$ cat config.mk
export PLATFORM = sky130hd
export DESIGN_NAME = led_mode_ctrl
export DESIGN_NICKNAME = d
export VERILOG_FILES = /design/src/rtl/led_ctrl_pkg.sv /design/src/rtl/switch_debounce.sv /design/src/rtl/led_mode_ctrl.sv
export SDC_FILE = /design/constraint.sdc
export NUM_CORES = 1
export LEC_CHECK = 0
export ABC_AREA = 1
export ABC_CLOCK_PERIOD_IN_PS = 1620
export CORE_MARGIN = 4
export CORE_UTILIZATION = 45
export CTS_CLUSTER_DIAMETER = 120
export DETAILED_ROUTE_END_ITERATION = 8
export MAX_ROUTING_LAYER = met4
export PLACE_DENSITY = 0.67
export SLEW_MARGIN = 30
export SYNTH_ARGS = -nofsm -noshare
export SYNTH_HDL_FRONTEND = slang
export SYNTH_HIERARCHICAL = 1
export SYNTH_SLANG_ARGS = --single-unit
$ cat constraint.sdc
create_clock -name clk -period 1.62 [get_ports clk]
set_clock_uncertainty 0.05 [all_clocks]
set_input_delay 0.324 -clock clk [delete_from_list [all_inputs] [get_ports clk]]
set_output_delay 0.324 -clock clk [all_outputs]
set_load 0.01 [all_outputs]
$ cat src/rtl/led_ctrl_pkg.sv
// Shared mode encoding for the slide-switch LED sequencer.
package led_ctrl_pkg;
   localparam int MODE_W = 2;

   typedef enum logic [MODE_W-1:0] {
      MODE_OFF   = 2'd0,
      MODE_ON    = 2'd1,
      MODE_BLINK = 2'd2,
      MODE_DIM   = 2'd3
   } mode_t;
endpackage

$ cat src/rtl/switch_debounce.sv
// Two-flop synchroniser followed by a consecutive-mismatch debounce counter.
module switch_debounce #(
   parameter int DEBOUNCE_CYCLES = 1_000_000
) (
   input  logic clk,
   input  logic rstN,
   input  logic rawIn,
   output logic stableOut
);
   localparam int CNT_W = $clog2(DEBOUNCE_CYCLES + 1);

   logic             s1;
   logic             s2;
   logic [CNT_W-1:0] cnt;

   // Any matching cycle restarts the count, so only an unbroken run flips the output.
   always_ff @(posedge clk or negedge rstN) begin
      if (!rstN) begin
         s1        <= 1'b0;
         s2        <= 1'b0;
         cnt       <= '0;
         stableOut <= 1'b0;
      end else begin
         s1 <= rawIn;
         s2 <= s1;
         if (s2 == stableOut) begin
            cnt <= '0;
         end else if (cnt == CNT_W'(DEBOUNCE_CYCLES - 1)) begin
            stableOut <= s2;
            cnt       <= '0;
         end else begin
            cnt <= cnt + 1'b1;
         end
      end
   end
endmodule

$ cat src/rtl/led_mode_ctrl.sv
// Slide-switch driven LED mode sequencer (OFF/ON/BLINK[/DIM]).
// Define LED_PWM_EN to include the DIM mode and its PWM counter.
module led_mode_ctrl
   import led_ctrl_pkg::*;
#(
   parameter int DEBOUNCE_CYCLES   = 1_000_000,
   parameter int BLINK_HALF_CYCLES = 25_000_000,
   parameter int PWM_PERIOD        = 256,
   parameter int PWM_DUTY          = 32
) (
   input  logic              clk,
   input  logic              rstN,
   input  logic              slideSwitch,
   output logic              led,
   output logic [MODE_W-1:0] mode,
   output logic              switchStable
);
   localparam int BLINK_W = $clog2(BLINK_HALF_CYCLES + 1);

   mode_t              mode_q;
   mode_t              mode_next;
   logic               stable_d;
   logic               rise;
   logic               led_next;
   logic [BLINK_W-1:0] blink_cnt;
   logic               blink_off;

   switch_debounce #(
      .DEBOUNCE_CYCLES(DEBOUNCE_CYCLES)
   ) u_debounce (
      .clk      (clk),
      .rstN     (rstN),
      .rawIn    (slideSwitch),
      .stableOut(switchStable)
   );

   assign rise = switchStable & ~stable_d;
   assign mode = mode_q;

   always_ff @(posedge clk or negedge rstN) begin
      if (!rstN) begin
         stable_d <= 1'b0;
         mode_q   <= MODE_OFF;
         led      <= 1'b0;
      end else begin
         stable_d <= switchStable;
         mode_q   <= mode_next;
         led      <= led_next;
      end
   end

   // Blink phase starts "on" because the counter and phase are parked at zero outside BLINK.
   always_ff @(posedge clk or negedge rstN) begin
      if (!rstN) begin
         blink_cnt <= '0;
         blink_off <= 1'b0;
      end else if (mode_q != MODE_BLINK) begin
         blink_cnt <= '0;
         blink_off <= 1'b0;
      end else if (blink_cnt == BLINK_W'(BLINK_HALF_CYCLES - 1)) begin
         blink_cnt <= '0;
         blink_off <= ~blink_off;
      end else begin
         blink_cnt <= blink_cnt + 1'b1;
      end
   end

`ifdef LED_PWM_EN
   localparam int PWM_W = $clog2(PWM_PERIOD);

   logic [PWM_W-1:0] pwm_cnt;

   always_ff @(posedge clk or negedge rstN) begin
      if (!rstN) begin
         pwm_cnt <= '0;
      end else if (mode_q != MODE_DIM) begin
         pwm_cnt <= '0;
      end else if (pwm_cnt == PWM_W'(PWM_PERIOD - 1)) begin
         pwm_cnt <= '0;
      end else begin
         pwm_cnt <= pwm_cnt + 1'b1;
      end
   end
`endif

   always_comb begin
      mode_next = mode_q;
      led_next  = 1'b0;

      if (rise) begin
         unique case (mode_q)
            MODE_OFF:   mode_next = MODE_ON;
            MODE_ON:    mode_next = MODE_BLINK;
`ifdef LED_PWM_EN
            MODE_BLINK: mode_next = MODE_DIM;
`else
            MODE_BLINK: mode_next = MODE_OFF;
`endif
            MODE_DIM:   mode_next = MODE_OFF;
            default:    mode_next = MODE_OFF;
         endcase
      end

      unique case (mode_q)
         MODE_OFF:   led_next = 1'b0;
         MODE_ON:    led_next = 1'b1;
         MODE_BLINK: led_next = ~blink_off;
`ifdef LED_PWM_EN
         MODE_DIM:   led_next = (int'(pwm_cnt) < PWM_DUTY);
`else
         MODE_DIM:   led_next = 1'b0;
`endif
         default:    led_next = 1'b0;
      endcase
   end
endmodule

Yosys cells after proc, flatten, opt, wreduce, memory -nomap -nowiden
Index checks and enable logic that the tools add are counted.

word-level totals
  register bits = 53
  bits of input ports = 3
  logic and storage cells = 35
  output and inout port bits = 4

cells by class
  reduce and logical (&&, ||, !) cells = 5
  mux-type cells = 8
  $add $sub $neg = 2
  equality and inequality tests = 7
  bitwise operators = 4

operators by type and width
  kind                                            number
  two-way mux 25 bit                              2
  two-way mux 20 bit                              2
  adder 25 x 1 -> 25 bit (second input constant)  1
  == test 25 bit (second input constant)          1
  adder 20 x 1 -> 20 bit (second input constant)  1
  == test 20 bit (second input constant)          1
  one-hot mux 2 bit (3 select lines)              1
  == test 2 bit (second input constant)           2
  OR reduction 2 bit                              2
  inverter 1 bit                                  3
  one-hot mux 1 bit (3 select lines)              1
  == test 2 x 1 -> 1 bit (second input constant)  1
  logical NOT 2 bit                               1
  two-way mux 1 bit                               2
  != test 2 bit (second input constant)           1
  AND reduction 2 bit                             1
  nonzero test 2 bit                              1
  AND 1 bit                                       1
  == test 1 bit                                   1

Logic depth before layout (Yosys ltp)
Gate-level depths: netlist (run 1).

  depth in word-level cells = 3
  gate-level depth with buffers = 9
  gate-level depth less buffers = 9

Modules after synthesis
Netlist (run 1), hierarchy kept.

modules (own cells, without submodules)
  module           instances  cells an instance  area an instance (sq um)  seq. area each (sq um)
  led_mode_ctrl    1          220                1,629.1                   750.7
  switch_debounce  1          161                1,335.0                   575.6

Worst setup path before layout (run 1)
Ideal clock, no wire load.

  path type = register to register
  start = reg blink_cnt[0]
  end = reg blink_cnt[18]
  setup slack = 0.217 ns
  period minus slack after synthesis = 1.403 ns
  arrival = 1.234 ns
  data required time = 1.451 ns
  setup time = 0.119 ns
  path buffers = 1
  stages on the path, launching flop included = 8
  cell sequence = dfrtp_1 > ha_1 > nand2_2 > nor2_4 > nand3_2 > o21ai_2 > buf_6 > nor2_1

between the ends
  cells in the longest elaborated chain, start to end = 3
  elaborated cells between the ends (all ways) = 4
  classes of those cells = 1 x add/sub; 1 x eq/ne; 2 x mux

RTL lines
  element                                                          RTL line                                  RTL
  start, declared                                                  led_mode_ctrl.sv:25                       logic [BLINK_W-1:0] blink_cnt;
  start signal, assigned                                           led_mode_ctrl.sv:64                       blink_cnt <= blink_cnt + 1'b1;
  adder 25 x 1 -> 25 bit / == test 25 bit (equally long branches)  led_mode_ctrl.sv:64, led_mode_ctrl.sv:60
  two-way mux 25 bit (*)                                           led_mode_ctrl.sv:60                       end else if (blink_cnt == BLINK_W'(BLINK_HALF_CYCLES - 1)) begin
  two-way mux 25 bit (*)                                           led_mode_ctrl.sv:57                       end else if (mode_q != MODE_BLINK) begin

Every way passes the cells marked *; elsewhere a longest branch is shown, timed or not.
A chain may end at the register's enable or synchronous reset.

Worst setup path in the final report (run 1)
  start = reg u_debounce.stableOut
  end = out switchStable

RTL lines
  element                 RTL line               RTL
  start, declared         switch_debounce.sv:8   output logic stableOut
  start signal, assigned  switch_debounce.sv:22  stableOut <= 1'b0;
  start signal, assigned  switch_debounce.sv:29  stableOut <= s2;
  end, declared           led_mode_ctrl.sv:16    output logic switchStable

No word-level cell between the ends.

==> results of run 1 <==
sequential cells by signal, summed over array words and instances (netlist names):
signal	cells
u_debounce/stableOut	1
blink_off	1
u_debounce/cnt	20
u_debounce/s2	1
u_debounce/s1	1
led	1
mode	2
blink_cnt	25
stable_d	1
power groups by stage:
stage                     Combinational, mW  Sequential, mW  Clock (mW)
after CTS                            0.0699            1.34       0.774
after floorplan                      0.0231            1.36           0
after detailed placement             0.0681            1.36           0
final                                0.0665            1.34       0.740
after global placement               0.0672            1.36           0
after global routing                 0.0797            1.34       0.839
metal layers:
metal / vias to the layer above / global-route usage (%) / wire length, um
li1: 1221 / - / -
met1: 1094 / 24.5 / 2990
met2: 27 / 24.6 / 2530
met3: 2 / 2.58 / 213
met4: 0 / 3.79 / 24
met5: - / - / 0
layout make-up:
| class | count | area, um^2 | share of cell area, % |
|---|---|---|---|
| timing repair buffer | 15 | 146 | 4.45 |
| sequential | 53 | 1330 | 40.3 |
| tap | 77 | 96.3 | 2.93 |
| inverter | 38 | 143 | 4.33 |
| clock buffer | 7 | 86.3 | 2.62 |
| multi-input combinational | 289 | 1490 | 45.4 |
how the worst max path moves through the flow:
stage / depth (start not counted) / from / slack [ps] / to
finish: 1 / u_debounce/stableOut$_DFFE_PN0P_ / 80 / switchStable
global placement: 7 / blink_cnt[0]$_DFF_PN0_ / 60 / blink_cnt[13]$_DFF_PN0_
global route: 7 / blink_cnt[1]$_DFF_PN0_ / 2 / blink_cnt[14]$_DFF_PN0_
detailed placement: 7 / blink_cnt[0]$_DFF_PN0_ / 7 / blink_cnt[14]$_DFF_PN0_
floorplan: 7 / blink_cnt[0]$_DFF_PN0_ / 220 / blink_cnt[18]$_DFF_PN0_
CTS: 7 / blink_cnt[0]$_DFF_PN0_ / 20 / blink_cnt[0]$_DFF_PN0_
kinds of logic after synthesis:
logic type                 count (synthesis)
and+or+nand+nor                          253
AOI/OAI and AO/OA                         12
DFF                                       53
adders and majority gates                  2
xor gates and xnor gates                  22
buffers and inverters                     39
layout by cell type (no fill, tap or decap), drive strengths merged:
master and instances:
nor3b 2, dfrtp 53, nand3b 2, ha 2, dlymetal6s2s 2, xor2 13
clkdlybuf4s50 3, a21oi 3, inv 38, buf 9, nand3 23, dlygate4sd3 1
nand4 6, o21ai 9, xnor2 9, clkbuf 7, or2 2, nand2 95
nor2 118, nor3 5
metrics by stage:
step	area, um^2	power [mW]	setup slack, ps	utilization, %	hold slack, ps
floorplan	2960	1.38	217	-	-21.6
global placement	3150	1.43	63.6	49.4	291
detailed placement	3150	1.43	6.60	49.4	288
finish	3290	2.14	75.7	51.6	310
CTS	3260	2.18	15.1	51.1	318
global route	3290	2.26	1.87	51.6	322
repair_timing:
item | CTS | global route
hold endpoints to repair | 53 | 0
buffers inserted | 1 | 2
hold buffers | 1 | 0
pin swaps | 0 | 1
resized for setup | 2 | 5
setup endpoints to repair | 6 | 23
==> impl_metrics.py, run 1 <==
metrics = {
    "run_status": {
        "outcome": "complete, no violations",
    },
    "cells_and_area": {
        "fin_cells": 479,
        "nNetsFinal": 407,
        "drive_above_1_share_pct": 16.2,
        "areaGrowthSynthToFinish_pct": 11.1,
        "fillers": 609,
        "diodes": 0,
    },
    "critical_path": {
        "slowest_delay_ps": 530,
        "cp_max_fo": 2,
        "reg2reg_from": "blink_cnt[1]$_DFF_PN0_",
        "startpoint_type": "flop",
        "end_kind": "primary output",
        "r2r-end": "blink_cnt[14]$_DFF_PN0_",
        "path_class": "reg2out",
        "cp_slowest_cell": "clkdlybuf4s50_1",
        "r2r_setup_slack_ps": 120,
        "path_cells": "clkdlybuf4s50_1",
        "crit_buf_inv": 1,
        "crit_family": "buffers and inverters",
        "reg2reg_depth": 7,
        "cp.arrival_ps": 1170,
        "critical_path_required_ps": 1250,
    },
    "yosys": {
        "synth_xor_area_share_pct": 6.75,
        "avgSynthCellArea_um2": 7.78,
        "synth_edf_count": 0,
        "synth_seq_cells": 53,
        "post-synth-top-area-fraction_pct": 44.7,
        "synthAdderAreaFrac_pct": 0.844,
        "synth_top_cell_by_area": "dfrtp_1",
        "ys_types": 26,
        "ys_seq_area_share_pct": 44.7,
        "synthesis.area_um2": 2960,
        "yosysWarningCount": 6,
        "synth_fp_nets": 386,
        "synthArstFlopShare_pct": 100,
        "yosys-top-cells-count": "nor2_1, nand2_1, dfrtp_1",
        "syn_inst": 381,
        "synth_compound_area_share_pct": 2.15,
        "synth_mux_area_share_pct": 0,
        "netlist_top_cells_area": "dfrtp_1, nor2_1, nand2_1, inv_1, nor2_4",
        "yosysMostFrequentCell": "nor2_1",
        "synth_flop_cell": "dfrtp_1",
        "synth_top_family_by_area": "simple AND/OR/NAND/NOR gates",
        "yosys.area_share.simple_pct": 40.3,
    },
    "die": {
        "io_pins": 7,
        "rows": 29,
        "die_h_um": 89.2,
        "fp.dieArea_um2": 7950,
        "die_x_um": 89.2,
        "core_um2": 6390,
        "initial_core_util_pct": 46.4,
    },
    "pwr": {
        "p_comb_share_pct": 3.1,
        "peakVddDrop_mv": 0.484,
        "p_per_area_nw_per_um2": 650,
        "internal_power_mw": 1.69,
        "switching_share_pct": 21.1,
        "pwr-share-seq_pct": 62.4,
        "power.share.clock_pct": 34.5,
        "p_leak_nw": 1.37,
        "p_switching_mw": 0.451,
    },
    "job": {
        "max-cap-violations": 0,
    },
    "worst_hold_path": {
        "min-delay-start": "u_debounce/s1$_DFF_PN0_",
        "hold_class": "reg2reg",
        "worst_hold_path.endpoint": "u_debounce/s2$_DFF_PN0_",
        "worstHoldPathCells": 0,
    },
    "timing": {
        "slew_headroom_pct": 79.4,
        "min_period_ps": 1540,
        "finalCritPeriodShare_pct": 95.3,
        "worst_slew_pin_slew_ps": 308,
        "fin_tns_setup_ps": 0,
        "final_max_slew_viol_count": 0,
        "fmaxAchievable_ghz": 0.648,
        "setup_viol": 0,
        "rsz0062_at_grt": "yes",
        "finalHoldViolCount": 0,
    },
    "global_route": {
        "gr-total-overflow": 0,
        "grt_usage_pct": 16.8,
        "grt_pass1_wl_um": 10300,
        "antenna_found_initial": 0,
        "grt_pass1_vias": 2242,
        "grt_max_degree": 54,
    },
    "cts": {
        "clockBufferDepth": 2,
        "cts_root_buf": "clkbuf_8",
        "cts.sinks": 53,
        "cts_tree": "done",
        "numCtsBuffers": 5,
        "clk_latency_ps": 290,
        "h-tree-depth": 2,
        "clkTransAtPathRegs_ps": 80,
    },
    "detailed_routing": {
        "dr.pass1.iters": 4,
        "ant_nets": 0,
        "drt_iter0_markers": 103,
        "dr_total_vias": 2344,
        "drc": 0,
        "avgViaCountPerCell": 4.89,
        "totalWireLength_um": 5750,
        "wl_per_cell_um": 12.0,
    },
    "placement": {
        "hpwlAfterDp_um": 4390,
        "gp_congestion": 0.919,
        "io_buffer_count": 6,
        "dp.cells": 468,
    },
}
Note: power is estimated with default switching activity, not from simulation.
==> inputs of run 2 (changes only) <==
SLEW_MARGIN = 20   (was 30)
==> results of run 2 <==
Same layout as run 1: the final DEF is identical, and so are final timing and power.
==> inputs of run 3 (changes only) <==
SLEW_MARGIN = not set   (was 20)
==> results of run 3 <==
Same layout as run 1: the final DEF is identical, and so are final timing and power.
